[src/rtl/rv32_pkg.sv]
// rv32_pkg: shared types and constants for the RV32 pipeline.
// Holds the datapath widths, the memory-op/size/state enums used by
// mem_stage and the mcause codes that mem_stage reports on rd_data_o.
package rv32_pkg;

  localparam int DATA_W        = 32;
  localparam int RF_ADDR_WIDTH = 5;

  typedef enum logic [1:0] {
    MEM_OP_NONE  = 2'd0,
    MEM_OP_LOAD  = 2'd1,
    MEM_OP_STORE = 2'd2
  } mem_op_e;

  typedef enum logic [1:0] {
    MEM_SIZE_BYTE = 2'd0,
    MEM_SIZE_HALF = 2'd1,
    MEM_SIZE_WORD = 2'd2
  } mem_size_e;

  typedef enum logic [1:0] {
    MEM_IDLE = 2'd0,
    MEM_REQ  = 2'd1,
    MEM_WAIT = 2'd2,
    MEM_RESP = 2'd3
  } mem_state_e;

  localparam logic [31:0] EXC_LOAD_MISALIGNED    = 32'd4;
  localparam logic [31:0] EXC_LOAD_ACCESS_FAULT  = 32'd5;
  localparam logic [31:0] EXC_STORE_MISALIGNED   = 32'd6;
  localparam logic [31:0] EXC_STORE_ACCESS_FAULT = 32'd7;

endpackage

[src/rtl/mem_stage_lsu_align.sv]
// lsu_align: combinational lane steering for the RV32 load/store unit.
// Inputs : size_i (mem_size_e), unsigned_i, offset_i (addr[1:0]),
//          store_data_i (LSB aligned), rdata_i (raw bus word).
// Outputs: be_o (byte enables), wdata_o (lane-replicated store data),
//          load_data_o (extracted and extended load value),
//          misaligned_o (access not naturally aligned).
module lsu_align
  import rv32_pkg::*;
(
  input  logic [1:0]  size_i,
  input  logic        unsigned_i,
  input  logic [1:0]  offset_i,
  input  logic [31:0] store_data_i,
  input  logic [31:0] rdata_i,
  output logic [3:0]  be_o,
  output logic [31:0] wdata_o,
  output logic [31:0] load_data_o,
  output logic        misaligned_o
);

  logic [31:0] shifted;
  logic        sign_fill;

  always_comb begin
    be_o         = 4'b1111;
    wdata_o      = store_data_i;
    load_data_o  = rdata_i;
    misaligned_o = 1'b0;
    sign_fill    = 1'b0;
    // Bring the addressed lane down to bit 0 before extension.
    shifted      = rdata_i >> {offset_i, 3'b000};
    case (size_i)
      MEM_SIZE_BYTE: begin
        be_o        = 4'b0001 << offset_i;
        wdata_o     = {4{store_data_i[7:0]}};
        sign_fill   = ~unsigned_i & shifted[7];
        load_data_o = {{24{sign_fill}}, shifted[7:0]};
      end
      MEM_SIZE_HALF: begin
        be_o         = offset_i[1] ? 4'b1100 : 4'b0011;
        wdata_o      = {2{store_data_i[15:0]}};
        sign_fill    = ~unsigned_i & shifted[15];
        load_data_o  = {{16{sign_fill}}, shifted[15:0]};
        misaligned_o = offset_i[0];
      end
      default: begin
        misaligned_o = |offset_i;
      end
    endcase
  end

endmodule

[src/rtl/mem_stage.sv]
// mem_stage: memory-access stage between execute and wb_stage.
// Ports:
//   clk_i, rst_ni          - clock, asynchronous active-low reset
//   ex_*                   - execute result offer (valid/ready handshake)
//   flush_i                - pipeline flush from wb_stage
//   dmem_*                 - request/grant/response data-bus port
//   rd_*                   - registered writeback result, rd_valid_o pulses
//   mem_stall_o            - stage busy (not idle)
// The datapath is RV32: lane logic assumes DATA_W = 32.
module mem_stage #(
  parameter int DATA_W        = rv32_pkg::DATA_W,
  parameter int RF_ADDR_WIDTH = rv32_pkg::RF_ADDR_WIDTH
) (
  input  logic                     clk_i,
  input  logic                     rst_ni,
  input  logic                     ex_valid_i,
  output logic                     ex_ready_o,
  input  logic [DATA_W-1:0]        ex_alu_result_i,
  input  logic [DATA_W-1:0]        ex_store_data_i,
  input  logic [RF_ADDR_WIDTH-1:0] ex_rd_addr_i,
  input  logic                     ex_rd_we_i,
  input  logic [1:0]               ex_mem_op_i,
  input  logic [1:0]               ex_mem_size_i,
  input  logic                     ex_mem_unsigned_i,
  input  logic                     flush_i,
  output logic                     dmem_req_o,
  input  logic                     dmem_gnt_i,
  output logic [DATA_W-1:0]        dmem_addr_o,
  output logic                     dmem_we_o,
  output logic [3:0]               dmem_be_o,
  output logic [DATA_W-1:0]        dmem_wdata_o,
  input  logic                     dmem_rvalid_i,
  input  logic [DATA_W-1:0]        dmem_rdata_i,
  input  logic                     dmem_err_i,
  output logic [RF_ADDR_WIDTH-1:0] rd_addr_o,
  output logic [DATA_W-1:0]        rd_data_o,
  output logic                     rd_valid_o,
  output logic                     rd_exception_o,
  output logic                     mem_stall_o
);
  import rv32_pkg::*;

  mem_state_e               state_q, state_d;
  logic                     drop_q, drop_d;
  logic [1:0]               op_q, op_d;
  logic [1:0]               size_q, size_d;
  logic                     uns_q, uns_d;
  logic [DATA_W-1:0]        addr_q, addr_d;
  logic [DATA_W-1:0]        sdata_q, sdata_d;
  logic [RF_ADDR_WIDTH-1:0] dst_q, dst_d;
  logic                     we_q, we_d;
  logic                     rd_valid_q, rd_valid_d;
  logic [RF_ADDR_WIDTH-1:0] rd_addr_q, rd_addr_d;
  logic [DATA_W-1:0]        rd_data_q, rd_data_d;
  logic                     rd_exc_q, rd_exc_d;

  // A single aligner serves both the accept decision (fed from ex_* while
  // idle) and the bus phases (fed from the captured instruction).
  logic                     idle;
  logic [1:0]               al_size;
  logic                     al_uns;
  logic [DATA_W-1:0]        al_addr;
  logic [DATA_W-1:0]        al_sdata;
  logic [3:0]               al_be;
  logic [DATA_W-1:0]        al_wdata;
  logic [DATA_W-1:0]        al_load;
  logic                     al_mis;

  assign idle     = (state_q == MEM_IDLE);
  assign al_size  = idle ? ex_mem_size_i     : size_q;
  assign al_uns   = idle ? ex_mem_unsigned_i : uns_q;
  assign al_addr  = idle ? ex_alu_result_i   : addr_q;
  assign al_sdata = idle ? ex_store_data_i   : sdata_q;

  lsu_align u_lsu_align (
    .size_i       (al_size),
    .unsigned_i   (al_uns),
    .offset_i     (al_addr[1:0]),
    .store_data_i (al_sdata),
    .rdata_i      (dmem_rdata_i),
    .be_o         (al_be),
    .wdata_o      (al_wdata),
    .load_data_o  (al_load),
    .misaligned_o (al_mis)
  );

  always_comb begin
    state_d    = state_q;
    drop_d     = drop_q;
    op_d       = op_q;
    size_d     = size_q;
    uns_d      = uns_q;
    addr_d     = addr_q;
    sdata_d    = sdata_q;
    dst_d      = dst_q;
    we_d       = we_q;
    rd_valid_d = 1'b0;
    rd_addr_d  = rd_addr_q;
    rd_data_d  = rd_data_q;
    rd_exc_d   = rd_exc_q;
    case (state_q)
      MEM_IDLE: begin
        if (ex_valid_i && !flush_i) begin
          op_d    = ex_mem_op_i;
          size_d  = ex_mem_size_i;
          uns_d   = ex_mem_unsigned_i;
          addr_d  = ex_alu_result_i;
          sdata_d = ex_store_data_i;
          dst_d   = ex_rd_addr_i;
          we_d    = ex_rd_we_i;
          if (ex_mem_op_i != MEM_OP_LOAD && ex_mem_op_i != MEM_OP_STORE) begin
            state_d   = MEM_RESP;
            rd_data_d = ex_alu_result_i;
            rd_exc_d  = 1'b0;
            rd_addr_d = ex_rd_we_i ? ex_rd_addr_i : '0;
          end else if (al_mis) begin
            state_d   = MEM_RESP;
            rd_exc_d  = 1'b1;
            rd_addr_d = '0;
            rd_data_d = (ex_mem_op_i == MEM_OP_LOAD) ? DATA_W'(EXC_LOAD_MISALIGNED)
                                                     : DATA_W'(EXC_STORE_MISALIGNED);
          end else begin
            state_d = MEM_REQ;
          end
        end
      end
      MEM_REQ: begin
        // Grant beats a coincident flush; the transfer then runs as dropped.
        if (dmem_gnt_i) begin
          state_d = MEM_WAIT;
          drop_d  = flush_i;
        end else if (flush_i) begin
          state_d = MEM_IDLE;
        end
      end
      MEM_WAIT: begin
        if (dmem_rvalid_i) begin
          if (drop_q || flush_i) begin
            state_d = MEM_IDLE;
            drop_d  = 1'b0;
          end else begin
            state_d = MEM_RESP;
            if (dmem_err_i) begin
              rd_exc_d  = 1'b1;
              rd_addr_d = '0;
              rd_data_d = (op_q == MEM_OP_LOAD) ? DATA_W'(EXC_LOAD_ACCESS_FAULT)
                                                : DATA_W'(EXC_STORE_ACCESS_FAULT);
            end else if (op_q == MEM_OP_LOAD) begin
              rd_exc_d  = 1'b0;
              rd_addr_d = we_q ? dst_q : '0;
              rd_data_d = al_load;
            end else begin
              rd_exc_d  = 1'b0;
              rd_addr_d = '0;
              rd_data_d = '0;
            end
          end
        end else if (flush_i) begin
          drop_d = 1'b1;
        end
      end
      default: begin
        rd_valid_d = !flush_i;
        state_d    = MEM_IDLE;
      end
    endcase
  end

  always_ff @(posedge clk_i or negedge rst_ni) begin
    if (!rst_ni) begin
      state_q    <= MEM_IDLE;
      drop_q     <= 1'b0;
      op_q       <= '0;
      size_q     <= '0;
      uns_q      <= 1'b0;
      addr_q     <= '0;
      sdata_q    <= '0;
      dst_q      <= '0;
      we_q       <= 1'b0;
      rd_valid_q <= 1'b0;
      rd_addr_q  <= '0;
      rd_data_q  <= '0;
      rd_exc_q   <= 1'b0;
    end else begin
      state_q    <= state_d;
      drop_q     <= drop_d;
      op_q       <= op_d;
      size_q     <= size_d;
      uns_q      <= uns_d;
      addr_q     <= addr_d;
      sdata_q    <= sdata_d;
      dst_q      <= dst_d;
      we_q       <= we_d;
      rd_valid_q <= rd_valid_d;
      rd_addr_q  <= rd_addr_d;
      rd_data_q  <= rd_data_d;
      rd_exc_q   <= rd_exc_d;
    end
  end

  assign ex_ready_o     = idle;
  assign mem_stall_o    = !idle;
  assign dmem_req_o     = (state_q == MEM_REQ);
  assign dmem_we_o      = dmem_req_o && (op_q == MEM_OP_STORE);
  assign dmem_be_o      = dmem_req_o ? al_be : 4'b0000;
  assign dmem_wdata_o   = dmem_req_o ? al_wdata : '0;
  assign dmem_addr_o    = {addr_q[DATA_W-1:2], 2'b00};
  assign rd_valid_o     = rd_valid_q;
  assign rd_addr_o      = rd_addr_q;
  assign rd_data_o      = rd_data_q;
  assign rd_exception_o = rd_exc_q;

endmodule

[config.mk]
export PLATFORM = sky130hd
export DESIGN_NAME = mem_stage
export DESIGN_NICKNAME = d
export VERILOG_FILES = /design/src/rtl/rv32_pkg.sv /design/src/rtl/mem_stage_lsu_align.sv /design/src/rtl/mem_stage.sv
export SDC_FILE = /design/constraint.sdc
export NUM_CORES = 1
export LEC_CHECK = 0
export ABC_CLOCK_PERIOD_IN_PS = 2710
export CORE_MARGIN = 2
export CORE_UTILIZATION = 46
export CTS_CLUSTER_SIZE = 40
export DETAILED_ROUTE_END_ITERATION = 16
export PLACE_DENSITY = 0.86
export SLEW_MARGIN = 30
export SYNTH_ARGS = -nofsm -noshare
export SYNTH_HDL_FRONTEND = slang
export SYNTH_SLANG_ARGS = --single-unit
[constraint.sdc]
create_clock -name clk_i -period 2.71 [get_ports clk_i]
set_input_delay 0.542 -clock clk_i [delete_from_list [all_inputs] [get_ports clk_i]]
set_output_delay 0.542 -clock clk_i [all_outputs]
set_load 0.05 [all_outputs]
# Yosys cells after proc, flatten, opt, wreduce, memory -nomap -nowiden
# Cells that the tools add are included.
# classes
eq_ne,16
mux,52
n_reduce_logical,16
n_bitwise,3
shifts,2
# ops
operator,count
$mux W32,9
$pmux W32 S2,3
$mux W5,9
$shr A32 B5 Y16,1
$mux W2,11
$mux W1,12
$pmux W5 S2,1
$eq A2 B1 Y1 const B,4
$mux W4,2
$pmux W4 S2,1
$ne A2 B1 Y1 const B,3
$ne A2 B2 Y1 const B,3
$ne A3 B3 Y1 const B,2
$pmux W1 S2,3
$pmux W2 S3,1
$reduce_and A5 Y1,1
$eq A2 B2 Y1 const B,2
$logic_not A2 Y1,2
$reduce_and A4 Y1,1
$reduce_bool A2 Y1,2
$shl A1 B2 Y4 const A,1
$logic_and A1 B1 Y1,3
$ne A3 B1 Y1 const B,1
$ne A3 B2 Y1 const B,1
8 further kinds,10
# totals
word_cells,102
input_bits,114
register_bits,117
out_inout_bits,111

# Longest topological paths before layout
# Gate-level depths: netlist of the first run.
# depth
depth_word,10
depth_mapped,9

# Modules after synthesis
# From an unflattened synthesis of the first run, not the netlist that was laid out.
# hier_totals
cells_unflattened,648
hier_area_um2,7228.2
# modules_own_cells
module,seq_area_each_um2,n_inst,area_each_um2,cells_each
mem_stage,2927.8,1,5955.7,448
lsu_align,0.0,1,1272.5,200

# Worst setup path after synthesis of the first run
# Ideal clock, no wire load.
# synth_timing
path_kind,register to output
start,register state_q[1]
end,output port dmem_wdata_o[31]
slack_ps,-780
path_buffers,2
path_stages_with_launch,9
arrival_time_ps,2948
path_cell_list,dfrtp_1 > or2_1 > buf_4 > inv_2 > buf_2 > nor3_1 > a21oi_2 > o21ai_0 > a221oi_1
# synth_via
elab_chain_len,5
# synth_rtl
element,line,source
"start, declared",mem_stage.sv:43,"mem_state_e state_q, state_d;"
"start signal, assigned",mem_stage.sv:185,state_q <= state_d;
$logic_not A2 Y1 (*),mem_stage.sv:69,assign idle = (state_q == MEM_IDLE);
net ex_ready_o,mem_stage.sv:17,"output logic ex_ready_o,"
$mux W2,mem_stage.sv:70,assign al_size = idle ? ex_mem_size_i : size_q;
$eq A2 B1 Y1 or $logic_not A2 Y1 (tied branches),-,
$pmux W32 S2 (*),mem_stage_lsu_align.sv:32,case (size_i)
$mux W32 (*),mem_stage.sv:206,assign dmem_wdata_o = dmem_req_o ? al_wdata : '0;
"end, declared",mem_stage.sv:31,"output logic [DATA_W-1:0] dmem_wdata_o,"
# Mark *: on every way through the listed nets, which the timed path passes. The rest lies on a longest branch.

# Final worst setup path of the first run
# layout_timing
start,register state_q[0]
end,output port dmem_wdata_o[29]
# layout_via
elab_chain_len,5
# layout_rtl
element,line
$logic_not A2 Y1,mem_stage.sv:69
$mux W2,mem_stage.sv:70
$eq A2 B1 Y1 or $logic_not A2 Y1 (tied branches),-
$pmux W32 S2,mem_stage_lsu_align.sv:32
$mux W32 (*),mem_stage.sv:206
# Mark *: on every way between the ends. The rest lies on a longest branch, timed or not.

==> reports/metrics.cfg, run 1 <==
[final_layout]
mostFrequentLayoutCells = clkdlybuf4s50_1, dfrtp_1, mux2_2, buf_4, nand2_1
final_area_um2 = 10100
drive_above_1_share_pct = 30.4
fillers = 815
layout_commonest_cell = clkdlybuf4s50_1
area_growth_pct = 61.1
diodes = 0
nNetsFinal = 954

[worst_hold_path]
hold_class = input port to asynchronous set/reset pin

[logic_synthesis]
synth_area_per_cell_um2 = 10.3
synth_edf_count = 0
yosysTopAreaCell = dfrtp_1
ys_types = 57
synth-async-reset-ratio_pct = 100
synth_seq_area_share_pct = 46.8
ys_warn_count = 0
yosys.area.top_type_share_pct = 46.8
yosys-top-cells-area = dfrtp_1, mux2_2, buf_4
syn_inst = 610
synth_ff_type = dfrtp_1
synth.cell_area_um2 = 6260
synth-seq-cells = 117

[routing]
ant_nets = 0
dr.first_iter.drc_count = 584
detail_route.wl_per_cell_um = 22.6
wirelength_mm = 23.3
first_pass_iters = 7
vias = 6140
drc = 0
drt-vias-per-instance = 5.97

[cts]
path_clk_slew_ns = 0.05
clock_latency_ns = 0.42
cts_root_buffer = clkbuf_16
h-tree-depth = 4
cts_buffers = 17
tritoncts = yes
clk_path_buf_depth = 2
cts.sink_count = 117
hold_buffers = 0

[timing]
period_share_pct = 103
slew_headroom_pct = 62.4
worst_pin_slew_ns = 0.562
fin_crit_ns = 2.78
slew_viol_final = 0
rsz0062_at_grt = true
fmax_mhz = 359
fin_skew_ns = 0.00640
setup_viol = 14
worst_slack_ns = -0.0719
hold_violations = 0

[floorplan]
coreArea_um2 = 13200
initial_utilization_pct = 47.3
die_w_um = 121
die_h_um = 121
ios = 225
die_area_um2 = 14600
std_cell_rows = 42

[power]
vdd_drop_max_mv = 0.745
power_uw = 14100
p_leak_uw = 0.00408
power.density_nw_per_um2 = 1390

[global_route]
grt_max_degree = 53
grt_pass1_wl_mm = 34.6
grt_usage_pct = 30.9
grt_remaining_overflow = 0
antenna_found_initial = 0
first_global_vias = 6284

[placed_design]
preCtsSetupSlack_ns = -0.130
place_area_um2 = 9110
hpwl_mm = 16.1
gp_congestion = 0.829
portBuffers = 222

[run_status]
violations = setup timing
status = complete, but fails checks

[setup_path]
worst-path-max-fanout = 7
worst-endpoint-required_ns = 2.17
endpoint_kind = primary output
cp-start-kind = flip-flop
worstSetupPathType = flip-flop to primary output
cp.arrival_ns = 2.24

[run]
maxCapViolCount = 0

-- where the power goes --
part	switching, uW	leakage, uW	internal (uW)
registers	754	0.00139	2620
clock network	796	0.000308	1650
logic	4940	0.00239	3310
-- path summary, 6_finish.rpt --
path / end / cells past startpoint / startpoint / slack, ns
min in group clk_i: addr_q[10]$_DFFE_PN0P_ / 1 / addr_q[10]$_DFFE_PN0P_ / 0.49
setup reg to reg: rd_data_o[8]$_DFFE_PN0P_ / 8 / state_q[0]$_DFFE_PN0P_ / 0.19
max in group asynchronous: size_q[1]$_DFFE_PN0P_ / 2 / rst_ni / 1.75
setup / recovery: dmem_wdata_o[29] / 8 / state_q[0]$_DFFE_PN0P_ / -0.07
hold / removal: sdata_q[26]$_DFFE_PN0P_ / 1 / rst_ni / 0.05
hold reg to reg: addr_q[10]$_DFFE_PN0P_ / 1 / addr_q[10]$_DFFE_PN0P_ / 0.49
-- sequential cells by signal, summed over array words and instances, names as in the netlist, 2 cells and up --
name       count
addr_q        32
rd_data_o     32
sdata_q       32
dst_q          5
rd_addr_o      5
op_q           2
size_q         2
state_q        2
-- critical path: stages, from the launching register on --
cell,delay [ns]
dfrtp_2,0.45
or2_4,0.29
inv_4,0.08
nor3_4,0.04
a21oi_4,0.25
buf_12,0.20
o221ai_4,0.11
a31oi_4,0.22
buf_12,0.16
-- repair_timing --
action	CTS	global route
gates resized for setup	16	37
endpoints found under the setup margin	27	26
setup buffers	2	12
gates cloned	0	1
pin swaps	2	7
-- routing by layer --
layer | part of all wire [%] | routed length, um | vias to the layer above | global-route usage [%]
met1 | 38 | 8780 | 3031 | 37.9
met2 | 50 | 11600 | 399 | 51.7
met3 | 9.5 | 2210 | 57 | 8.49
met4 | 2.9 | 678 | 0 | 12.4
li1 | - | - | 2653 | -
met5 | 0 | 0 | - | 0
-- area by class of cell --
class                   instances  area, um2  area share [%]
well taps                     176        220            2.18
clock buffers                  22        454            4.50
repair buffers                281       3020            29.9
inverters                      14       55.1           0.546
multi-input cells             408       3230            32.0
flip-flops and latches        117       2930            29.1
clock inverters                10        178            1.76
-- kinds of logic after synthesis --
| logic type | share of synthesized area (%) |
|---|---|
| compound gates | 18.1 |
| fa+ha+maj | 0.200 |
| buf+inv | 7.75 |
| flops | 46.8 |
| mux | 16.1 |
| other cells | 0.0599 |
| simple gates | 11.0 |
-- through the flow --
| step | utilization (%) | TNS (ns) | cells | hold slack [ns] |
|---|---|---|---|---|
| finish | 76.2 | -0.677 | 1028 | 0.0545 |
| global route | 76.2 | -1.44 | 1028 | 0.0841 |
| CTS | 74.0 | -0.131 | 1016 | 0.0594 |
| detailed placement | 68.8 | -1.20 | 982 | 0.481 |
| global placement | 68.8 | -0.0902 | 982 | 0.468 |
| floorplan | - | -0.512 | 611 | 0.246 |
-- Yosys cell counts, drive strengths merged (3+ instances only) --
| cell type | number |
|---|---|
| a221oi | 19 |
| nand2 | 50 |
| o221ai | 13 |
| o22ai | 6 |
| clkbuf | 19 |
| nor2b | 4 |
| nor2 | 47 |
| o21ai | 48 |
| a21oi | 41 |
| inv | 14 |
| nand3 | 10 |
| mux2i | 15 |
| o31ai | 5 |
| nand2b | 5 |
| and2 | 12 |
| o22a | 3 |
| a22o | 4 |
| o21a | 3 |
| o221a | 3 |
| nor3 | 9 |
| buf | 53 |
| and3 | 4 |
| dfrtp | 117 |
| a211oi | 3 |
| a31oi | 4 |
| o2bb2ai | 3 |
| a32oi | 5 |
| mux2 | 75 |
Note: power is estimated with default switching activity, not from simulation.
==> run 2, diff against run 1 <==
- CORE_ASPECT_RATIO: default -> 1.75
- TNS_END_PERCENT: default -> 1
==> run 2 against run 1 <==
Effect of this change: die area up 0.26%; via count grew 0.15%; global-route usage fell by 0.98 points; sequential share of layout area increased by 0.57 points; flip-flop and latch count is the same; the run still ends with setup timing left; highest routed layer unchanged; non-clock buffer count is 10 lower.
==> reports/metrics.cfg, run 2 (synthesis gave the netlist of run 1 again) <==
[timing]
slew_viol_final = 0  ; unchanged
fin_skew_ns = 0.0105  ; +0.00409 ns
period_share_pct = 102  ; -0.78 points
fin_crit_ns = 2.76  ; -0.0212 ns
fmax_mhz = 362  ; +0.77%
setup_viol = 4  ; -10
hold_violations = 0  ; unchanged
rsz0062_at_grt = true
setup_tns_ns = -0.128  ; +0.548 ns
worst_pin_slew_ns = 0.648  ; +0.0860 ns
slew_headroom_pct = 56.8  ; -5.6 points
worst_slack_ns = -0.0506  ; +0.0212 ns

[setup_path]
cp-start-kind = input port
worst-endpoint-required_ns = 2.17  ; about the same
r2r_slack_ns = 0.30  ; +0.11 ns
worstSetupPathType = input port to primary output
cpMaxStageDelayCell = clkdlybuf4s50_1
crit_chain = clkdlybuf4s50_1 > or3b_4 > and2_4 > nand2_2 > nand2b_1 > a21oi_1 > buf_4
r2r_start = state_q[0]$_DFFE_PN0P_
worst-path-max-fanout = 7  ; unchanged
slowest_delay_ns = 0.48  ; +0.03 ns
worstReg2RegEnd = rd_data_o[8]$_DFFE_PN0P_
cp.arrival_ns = 2.22  ; -0.02 ns
endpoint_kind = primary output
r2r_cells = 8  ; unchanged

[power]
vdd_drop_max_mv = 0.796  ; +6.9%
p_leak_uw = 0.00402  ; -1.5%
power.density_nw_per_um2 = 1380  ; -1.2%

[global_route]
antenna_found_initial = 1  ; +1
grt_usage_pct = 30.0  ; -0.98 points
grt_max_degree = 52  ; -1.9%
grt_pass1_wl_mm = 33.6  ; -2.9%
first_global_vias = 6364  ; +1.3%
grt_remaining_overflow = 0  ; unchanged

[final_layout]
area_growth_pct = 57.8
fillers = 855  ; +4.9%
drive_above_1_share_pct = 29.2  ; -1.2 points
layout_commonest_cell = clkdlybuf4s50_1
mostFrequentLayoutCells = clkdlybuf4s50_1, dfrtp_1, mux2_2, nand2_1, buf_4
final_area_um2 = 9880  ; -2.0%
nNetsFinal = 944  ; -1.0%

[cts]
h-tree-depth = 4  ; unchanged
tritoncts = yes
cts.sink_count = 117  ; unchanged
path_clk_slew_ns = 0.06  ; about the same
cts_buffers = 17  ; unchanged
clock_latency_ns = 0.41  ; about the same
clk_path_buf_depth = 2  ; unchanged
cts_root_buffer = clkbuf_16
hold_buffers = 0  ; unchanged

[placed_design]
place_area_um2 = 9050  ; -0.62%
gp_congestion = 0.947  ; +14%
hpwl_mm = 16.3  ; +1.3%
portBuffers = 222  ; unchanged

[floorplan]
initial_utilization_pct = 46.8  ; -0.50 points
die_area_um2 = 14600  ; +0.26%
coreArea_um2 = 13400  ; +1.1%
ios = 225  ; unchanged
std_cell_rows = 56  ; +33%
die_h_um = 158  ; +31%
die_w_um = 92.2  ; -24%

[run_status]
status = complete, but fails checks
violations = setup timing

[routing]
wirelength_mm = 22.9  ; -1.7%
dr.first_iter.drc_count = 393  ; -33%
first_pass_iters = 5  ; -2
ant_nets = 0  ; unchanged
detail_route.wl_per_cell_um = 22.5  ; -0.69%
vias = 6149  ; +0.15%
drc = 0  ; unchanged
drt-vias-per-instance = 6.05  ; +1.2%

[worst_hold_path]
hold_class = input port to asynchronous set/reset pin

[run]
maxCapViolCount = 0  ; unchanged

## run 2: cell types whose count changed in the layout (fill, tap and decap cells not counted), sizes merged
cell / delta
diode: +1
dlymetal6s2s: +1
bufinv: -3
clkdlybuf4s50: -1
clkbuf: -5
buf: -9
clkinvlp: +4
inv: +3
## run 2: cell type report
cell class	count	area (um2)	share of cell area, %
Multi-Input combinational cell	408	3130	31.6
Timing Repair Buffer	271	2960	30.0
Clock inverter	14	151	1.53
Clock buffer	18	439	4.44
Sequential cell	117	2930	29.6
Antenna cell	1	2.50	0.0253
Inverter	14	55.1	0.557
Tap cell	174	218	2.20
## run 2: per-stage QoR
stage	power (uW)	setup slack [ns]	hold WS [ns]	util, %	cells
floorplan	8220	-0.199	0.246	-	611
global placement	10600	-0.0452	0.469	67.7	978
detailed placement	10800	-0.110	0.479	67.7	978
CTS	13300	-0.0185	0.175	72.8	1015
global route	14100	-0.113	0.206	73.8	1017
finish	13600	-0.0506	0.157	73.8	1017
## run 2: report_power, final
| part | switching, uW | internal [uW] | leakage, uW |
|---|---|---|---|
| clock | 878 | 1380 | 0.000275 |
| combinational | 4870 | 3180 | 0.00235 |
| sequential | 697 | 2620 | 0.00139 |
## run 2: worst max-delay path by stage
stage | start | endpoint | slack (ns) | cells after the start
floorplan | state_q[1]$_DFFE_PN0P_ | dmem_wdata_o[8] | -0.20 | 8
global placement | ex_mem_size_i[0] | dmem_wdata_o[25] | -0.05 | 7
detailed placement | ex_mem_size_i[0] | dmem_wdata_o[25] | -0.11 | 7
CTS | ex_mem_size_i[0] | dmem_wdata_o[29] | -0.02 | 8
global route | state_q[0]$_DFFE_PN0P_ | dmem_wdata_o[20] | -0.11 | 8
finish | ex_alu_result_i[0] | dmem_be_o[3] | -0.05 | 7
## run 2: what timing repair did
| item | in CTS | in global routing |
|---|---|---|
| buffers inserted | 5 | 1 |
| endpoints found under the setup margin | 28 | 33 |
| resized for setup | 23 | 26 |
| pin swaps | 3 | 7 |
## run 2: worst max-delay path, delay by kind of cell
kind,cells,cell delay (ns)
compound gates,1,0.20
buf+inv,2,0.72
simple gates,4,0.76
## run 2: metal layers
layer / wire (um) / track usage (%) / up-vias
li1: - / - / 2632
met1: 7400 / 30.3 / 3041
met2: 12500 / 55.8 / 383
met3: 1640 / 6.39 / 93
met4: 1310 / 17.9 / 0
met5: 0 / 0 / -
